File: src/rtl/x1_text_fetch_pkg.sv
// rtl/x1_text_fetch_pkg.sv - shared constants, state encoding and attribute row helper for the text fetch
package x1_text_fetch_pkg;

   localparam int ATTR_REV   = 3;
   localparam int ATTR_BLINK = 4;

   localparam logic [2:0] PH_VADDR = 3'd0;
   localparam logic [2:0] PH_VDATA = 3'd2;
   localparam logic [2:0] PH_FDATA = 3'd4;
   localparam logic [2:0] PH_LOAD  = 3'd7;

   typedef enum logic [1:0] {
      ST_IDLE     = 2'd0,
      ST_PREFETCH = 2'd1,
      ST_RUN      = 2'd2
   } state_e;

   // Blink blanks the glyph first so a blinking reverse cell shows a solid block.
   function automatic logic [7:0] cell_row(input logic [7:0] font_row,
                                           input logic [4:0] attr,
                                           input logic       blink_ph);
      logic [7:0] row;
      row = font_row;
      if (attr[ATTR_BLINK] && blink_ph) row = 8'h00;
      if (attr[ATTR_REV]) row = ~row;
      return row;
   endfunction

endpackage

File: src/rtl/x1_text_fetch_pix_shift.sv
// rtl/x1_text_fetch_pix_shift.sv - 8-bit load/shift pixel serializer with per-cell colour register
module x1_text_fetch_pix_shift (
   input  logic       clk,
   input  logic       rst_n,
   input  logic       ce,
   input  logic       emit,
   input  logic       load,
   input  logic [7:0] row_in,
   input  logic [2:0] color_in,
   output logic       pix_on,
   output logic [2:0] pix_color,
   output logic       pix_de
);

   logic [7:0] shift_q, shift_d;
   logic [2:0] color_q, color_d;
   logic       pix_on_q, pix_on_d;
   logic [2:0] pix_color_q, pix_color_d;
   logic       pix_de_q, pix_de_d;

   always_comb begin
      shift_d     = shift_q;
      color_d     = color_q;
      pix_on_d    = pix_on_q;
      pix_color_d = pix_color_q;
      pix_de_d    = pix_de_q;
      if (ce) begin
         pix_on_d = emit & shift_q[7];
         pix_de_d = emit;
         if (emit) pix_color_d = color_q;
         // The 8th pixel leaves bit 7 on the same edge the next row loads.
         if (load) begin
            shift_d = row_in;
            color_d = color_in;
         end else if (emit) begin
            shift_d = {shift_q[6:0], 1'b0};
         end
      end
   end

   always_ff @(posedge clk or negedge rst_n) begin
      if (!rst_n) begin
         shift_q     <= 8'h00;
         color_q     <= 3'd0;
         pix_on_q    <= 1'b0;
         pix_color_q <= 3'd0;
         pix_de_q    <= 1'b0;
      end else begin
         shift_q     <= shift_d;
         color_q     <= color_d;
         pix_on_q    <= pix_on_d;
         pix_color_q <= pix_color_d;
         pix_de_q    <= pix_de_d;
      end
   end

   assign pix_on    = pix_on_q;
   assign pix_color = pix_color_q;
   assign pix_de    = pix_de_q;

endmodule

File: src/rtl/x1_text_fetch.sv
// rtl/x1_text_fetch.sv - text-plane cell fetch (VRAM, font) and serializer control for one raster line
module x1_text_fetch
   import x1_text_fetch_pkg::*;
#(
   parameter int ADDR_DEPTH = 11,
   parameter int FONT_DEPTH = 11
) (
   input  logic                  CLK,
   input  logic                  RST_N,
   input  logic                  CE_PIX,
   input  logic                  LINE_START,
   input  logic [ADDR_DEPTH-1:0] ROW_ADDR,
   input  logic [2:0]            RASTER,
   input  logic [7:0]            COLS,
   input  logic                  BLINK_PH,
   output logic [ADDR_DEPTH-1:0] VRAM_A,
   input  logic [15:0]           VRAM_D,
   output logic [FONT_DEPTH-1:0] FONT_A,
   input  logic [7:0]            FONT_D,
   output logic                  PIX_ON,
   output logic [2:0]            PIX_COLOR,
   output logic                  PIX_DE
);

   state_e                state_q, state_d;
   logic [2:0]            phase_q, phase_d;
   logic [ADDR_DEPTH-1:0] addr_q, addr_d;
   logic [7:0]            remaining_q, remaining_d;
   logic [ADDR_DEPTH-1:0] vram_a_q, vram_a_d;
   logic [FONT_DEPTH-1:0] font_a_q, font_a_d;
   logic [4:0]            attr_q, attr_d;
   logic [7:0]            font_row_q, font_row_d;
   logic                  fetch_en, emit, load;
   logic [7:0]            load_row;
   logic                  unused_vram_hi;

   assign unused_vram_hi = ^VRAM_D[15:13];

   always_comb begin
      state_d     = state_q;
      phase_d     = phase_q;
      addr_d      = addr_q;
      remaining_d = remaining_q;
      vram_a_d    = vram_a_q;
      font_a_d    = font_a_q;
      attr_d      = attr_q;
      font_row_d  = font_row_q;
      emit        = 1'b0;
      load        = 1'b0;
      // In RUN the pipeline works on the following cell, which does not exist in the last one.
      fetch_en    = (state_q == ST_PREFETCH) || (remaining_q != 8'd1);
      if (CE_PIX) begin
         if (LINE_START) begin
            addr_d      = ROW_ADDR;
            remaining_d = COLS;
            phase_d     = 3'd0;
            state_d     = (COLS != 8'd0) ? ST_PREFETCH : ST_IDLE;
         end else if (state_q != ST_IDLE) begin
            phase_d = phase_q + 3'd1;
            emit    = (state_q == ST_RUN);
            case (phase_q)
               PH_VADDR: if (fetch_en) begin
                  vram_a_d = addr_q;
                  addr_d   = addr_q + 1'b1;
               end
               PH_VDATA: if (fetch_en) begin
                  font_a_d = {VRAM_D[7:0], RASTER};
                  attr_d   = VRAM_D[12:8];
               end
               PH_FDATA: if (fetch_en) font_row_d = FONT_D;
               PH_LOAD: begin
                  load = fetch_en;
                  if (state_q == ST_PREFETCH) begin
                     state_d = ST_RUN;
                  end else begin
                     remaining_d = remaining_q - 8'd1;
                     if (remaining_q == 8'd1) state_d = ST_IDLE;
                  end
               end
               default: ;
            endcase
         end
      end
   end

   always_ff @(posedge CLK or negedge RST_N) begin
      if (!RST_N) begin
         state_q     <= ST_IDLE;
         phase_q     <= 3'd0;
         addr_q      <= '0;
         remaining_q <= 8'd0;
         vram_a_q    <= '0;
         font_a_q    <= '0;
         attr_q      <= 5'd0;
         font_row_q  <= 8'h00;
      end else begin
         state_q     <= state_d;
         phase_q     <= phase_d;
         addr_q      <= addr_d;
         remaining_q <= remaining_d;
         vram_a_q    <= vram_a_d;
         font_a_q    <= font_a_d;
         attr_q      <= attr_d;
         font_row_q  <= font_row_d;
      end
   end

   assign VRAM_A   = vram_a_q;
   assign FONT_A   = font_a_q;
   assign load_row = cell_row(font_row_q, attr_q, BLINK_PH);

   x1_text_fetch_pix_shift u_pix_shift (
      .clk       (CLK),
      .rst_n     (RST_N),
      .ce        (CE_PIX),
      .emit      (emit),
      .load      (load),
      .row_in    (load_row),
      .color_in  (attr_q[2:0]),
      .pix_on    (PIX_ON),
      .pix_color (PIX_COLOR),
      .pix_de    (PIX_DE)
   );

endmodule

File: config.mk
export PLATFORM = sky130hd
export DESIGN_NAME = x1_text_fetch
export DESIGN_NICKNAME = d
export VERILOG_FILES = /design/src/rtl/x1_text_fetch_pkg.sv /design/src/rtl/x1_text_fetch_pix_shift.sv /design/src/rtl/x1_text_fetch.sv
export SDC_FILE = /design/constraint.sdc
export NUM_CORES = 1
export LEC_CHECK = 0
export ABC_AREA = 0
export CORE_MARGIN = 1.5
export CORE_UTILIZATION = 45
export CTS_BUF_LIST = sky130_fd_sc_hd__clkbuf_4
export CTS_CLUSTER_DIAMETER = 120
export DETAILED_ROUTE_END_ITERATION = 6
export GPL_TIMING_DRIVEN = 1
export PLACE_DENSITY = 0.74
export RECOVER_POWER = 100
export SLEW_MARGIN = 20
export SYNTH_ARGS = -nofsm -noshare
export SYNTH_HDL_FRONTEND = slang
export SYNTH_SLANG_ARGS = --single-unit
File: constraint.sdc
create_clock -name CLK -period 2.7 [get_ports CLK]
set_clock_uncertainty 0.05 [all_clocks]
set_input_delay 0.54 -clock CLK [delete_from_list [all_inputs] [get_ports CLK]]
set_output_delay 0.54 -clock CLK [all_outputs]
set_load 0.01 [all_outputs]
==> summary.md <==
| Metric | Value |
|---|---|
| Run status | finished with violations |
| Failing checks | max-capacitance violations, max-slew violations |
| Peak supply drop | 0.4335 mV |
| Main area contributors after synthesis | sky130_fd_sc_hd__dfrtp_1 51%, sky130_fd_sc_hd__mux2_2 9.5%, sky130_fd_sc_hd__mux2_4 3.3%, sky130_fd_sc_hd__a21oi_1 3.1%, sky130_fd_sc_hd__mux2i_1 3.0% |
| Warning count from the yosys run | 0 |
| Switching part of the total | 0.3195 |
| Net switching component of the power | 1204 uW |
| Overall routed net length | 8061 um |
| Core area | 7807 sq um |
| Maximum net fanout on the critical path | 19 |
| Overall die area | 8725 sq um |
| Critical register-to-register path startpoint | remaining_q[1] |
| Cell Area, Synth | 3679 sq um |
| Synthesized net count | 393 |
| Critical Path Sink Type | register |
| Cells along the critical path | clkdlybuf4s50_1 > clkbuf_1 > o21ai_0 > clkbuf_1 > o31a_1 > o21ai_0 > o311ai_1 |
| Hold Path Class | register to register |
| Post-Route Setup TNS | 0 ps |
| Finished Cell Area | 4662 sq um |
| Relative slew slack | -0.4869 |
| Data arrival time of the critical path | 2750 ps |
| Combinational share of power | 0.332 |
| First-pass GRT wire length | 13,390 um |
| Clock Pin Slew Worst Setup and Hold Paths | 120 ps |
| Clock tree from TritonCTS | done |
| Number of nets with antenna violations after routing | 0 |
| Post-synthesis instance total | 335 |
| Proportion of synthesized flip-flops having asynchronous set or reset | 1.000 |
| Starting density of the core | 0.4712 |
| CTS Buffer Depth | 2 |
| Worst setup path startpoint | CE_PIX |
| Cell taking the most area after synthesis | sky130_fd_sc_hd__dfrtp_1 |
| Drt first pass iters | 4 |
| Worst skew pair latency | 420 ps |
| Highest attainable clock frequency | 399.6 MHz |
| Power density over the cells | 808.3 nW/um^2 |
| Crit path required time | 2950 ps |
| Area after detailed placement | 4569 sq um |
| Startpoint types | primary input |
| Total buffers and inverters traversed by the critical path | 3 |
| Sequential-to-total area share from yosys stat | 0.5102 |
| Final hold vios | 0 |
| Vias in the first global route | 2,765 |
| Iteration-0 DRC Markers | 141 |
| Worst hold start | u_pix_shift.pix_de |
| Fraction of synthesized cell area taken by the top area cell type | 0.5102 |
| Share of the clock period used by the worst path after layout | 0.9268 |
| Via density per instance | 5.485 |
| Hold-fix buffers at CTS | 0 |
| Inserted Clock Buffers | 9 |
| Slowest stage delay, CP | 610 ps |
| Actual transition at the worst max-transition pin | 2230 ps |
| Number of flops mapped to enable cells by yosys | 0 |
| Internal reg-to-reg setup slack | 210 ps |
| Distinct cell type count of the synthesized netlist | 56 |
| Worst hold slack | 434.0 ps |
| IO buf count | 74 |
| Sequential power share | 0.467 |
| Area Growth Syn to Fin | 26.73% |
| Clock power share | 0.201 |
| Setup Viol. Count Final | 0 |
| Detailed Place HPWL | 5828 um |
| Number of antenna violations at the first check in global routing | 0 |
| Layout cells sized above 1 | 0.1493 |
| Number of I/O pins | 78 |
| Routability congestion estimate | 0.8232 |
| Max-cap check violation count | 1 |
| Leftover overflow at the end of global routing | 0 |
| Total DRC errors in the routed layout | 0 |
| Count of clock tree sinks | 75 |
| Placement Rows | 32 |
| Final-report max-slew violation count | 43 |
| Average wire per standard cell | 15.38 um |
| Leak pwr | 0.002055 uW |
| DR vias | 2,874 |
| Horizontal extent of the die | 93.41 um |
| Category of the critical setup timing path | primary input to register |
| Dominant delay contributor by cell family on the critical path | buffers and inverters |
| CTS-repair resized insts | 0 |
| Total global routing track utilization | 0.1983 |
| Pin count of the biggest net entering global routing | 43 |
| Crit path max-delay cell type | sky130_fd_sc_hd__clkbuf_1 |
| Diodes inserted | 0 |
| DIE HEIGHT | 93.41 um |
| Flip-flop cell with the highest count after synthesis | sky130_fd_sc_hd__dfrtp_1 |
| Unrepaired setup endpoints after global routing | no |
| Synthesized area per cell | 10.98 sq um |
| Setup bufs post-CTS | 0 |
| Internal portion of total power | 2565 uW |
| Number of H-tree levels | 3 |
| Flops & latches, synth | 75 |
| Net total in the final layout | 476 |
| Final critical-path required period | 2502 ps |
| Clk root buf | sky130_fd_sc_hd__clkbuf_4 |
-- Yosys cell counts (2+ instances only) --
library cell and number:
sky130_fd_sc_hd__buf_2 2, sky130_fd_sc_hd__and3_1 2, sky130_fd_sc_hd__nand4_1 4, sky130_fd_sc_hd__a32oi_1 2, sky130_fd_sc_hd__mux2i_1 11, sky130_fd_sc_hd__nor4_1 6, sky130_fd_sc_hd__nand3_1 8, sky130_fd_sc_hd__a22o_1 2
sky130_fd_sc_hd__clkbuf_1 9, sky130_fd_sc_hd__buf_4 3, sky130_fd_sc_hd__ha_1 7, sky130_fd_sc_hd__o211ai_1 2, sky130_fd_sc_hd__buf_6 2, sky130_fd_sc_hd__nand2_1 29, sky130_fd_sc_hd__and2_1 2, sky130_fd_sc_hd__o22ai_1 10
sky130_fd_sc_hd__dfrtp_1 75, sky130_fd_sc_hd__mux2_4 8, sky130_fd_sc_hd__inv_1 12, sky130_fd_sc_hd__a21oi_1 23, sky130_fd_sc_hd__a21o_1 2, sky130_fd_sc_hd__o311ai_1 2, sky130_fd_sc_hd__nor3_1 6, sky130_fd_sc_hd__xnor2_1 7
sky130_fd_sc_hd__nor2_1 22, sky130_fd_sc_hd__o21ai_0 17, sky130_fd_sc_hd__mux2_2 31
-- power by group through the flow --
stage                     registers [uW]  logic (uW)  clock network [uW]
after CTS                           1770        1370                 776
after global placement              1780        1330                   0
after floorplan                     1780         751                   0
after global routing                1820        1370                 821
after detailed placement            1800        1360                   0
final                               1760        1250                 757
-- metrics by stage --
step	util	total power, uW	instances	worst slack (ps)
floorplan	-	2535	335	546.4
global placement	0.5853	3106	509	208.3
detailed placement	0.5853	3157	509	181.2
CTS	0.6043	3922	524	264.5
global route	0.5971	4008	524	77.46
finish	0.5971	3768	524	197.6
-- logic make-up after synthesis --
family	synth area share
AND/OR/NAND/NOR	0.1259
flip-flops	0.5102
AO/OA/AOI/OAI	0.1252
multiplexers	0.1575
buffers and inverters	0.03843
XOR/XNOR	0.01905
adder cells (fa/ha/maj)	0.02381
-- cell usage in the layout (no fill, tap or decap), types with 2 or more instances in the layout --
cell                              instances
sky130_fd_sc_hd__dfrtp_1                 75
sky130_fd_sc_hd__clkdlybuf4s50_1         46
sky130_fd_sc_hd__mux2_2                  31
sky130_fd_sc_hd__nand2_1                 29
sky130_fd_sc_hd__dlygate4sd3_1           27
sky130_fd_sc_hd__a21oi_1                 23
sky130_fd_sc_hd__nor2_1                  22
sky130_fd_sc_hd__o21ai_0                 17
sky130_fd_sc_hd__inv_1                   12
sky130_fd_sc_hd__mux2i_1                 11
sky130_fd_sc_hd__o22ai_1                 10
sky130_fd_sc_hd__clkbuf_4                 9
sky130_fd_sc_hd__buf_4                    9
sky130_fd_sc_hd__nand3_1                  8
sky130_fd_sc_hd__xnor2_1                  7
sky130_fd_sc_hd__ha_1                     7
sky130_fd_sc_hd__nor3_1                   6
sky130_fd_sc_hd__nor4_1                   6
sky130_fd_sc_hd__mux2_1                   6
sky130_fd_sc_hd__clkbuf_1                 6
sky130_fd_sc_hd__nand4_1                  4
sky130_fd_sc_hd__or4b_1                   2
sky130_fd_sc_hd__clkinv_1                 2
sky130_fd_sc_hd__and2_1                   2
sky130_fd_sc_hd__o311ai_1                 2
sky130_fd_sc_hd__and3_1                   2
sky130_fd_sc_hd__a32oi_1                  2
sky130_fd_sc_hd__a21o_1                   2
sky130_fd_sc_hd__a22o_1                   2
sky130_fd_sc_hd__mux2_4                   2
sky130_fd_sc_hd__o211ai_1                 2
sky130_fd_sc_hd__bufinv_16                2
sky130_fd_sc_hd__clkinv_2                 2
-- state kept, by name, indices dropped and copies added (netlist names), 3 cells and up --
name                   count
VRAM_A                    11
FONT_A                    11
addr_q                    11
remaining_q                8
phase_q                    3
u_pix_shift.shift_q        8
u_pix_shift.pix_color      3
attr_q                     5
u_pix_shift.color_q        3
font_row_q                 8
-- layer usage --
layer  GRT usage  up-vias  wire, um  share of wire
met5           0        -         0              0
met4     0.09470        0       138          0.017
met3     0.03740       10       365          0.045
met2      0.3152       70      4039           0.50
met1      0.2602     1418      3517           0.44
li1            -     1376         -              -
-- layout make-up --
class,count,area (sq um)
clock buffer,9,67.56
multi-input combinational,230,1634
timing repair buffer,89,825.8
inverter,13,48.80
fill,692,3146
tap,102,127.6
clock inverter,6,81.33
sequential,75,1877
-- worst paths after layout --
kind / to / cells after the start
max in group asynchronous: u_pix_shift.shift_q[7] / 1
worst max-delay path: addr_q[5] / 7
worst max register to register: FONT_A[1] / 7
worst min register to register: u_pix_shift.pix_de / 1
min in group asynchronous: VRAM_A[0] / 1
worst min-delay path: u_pix_shift.pix_de / 1
No activity file was read; power rests on OpenSTA's default activity.
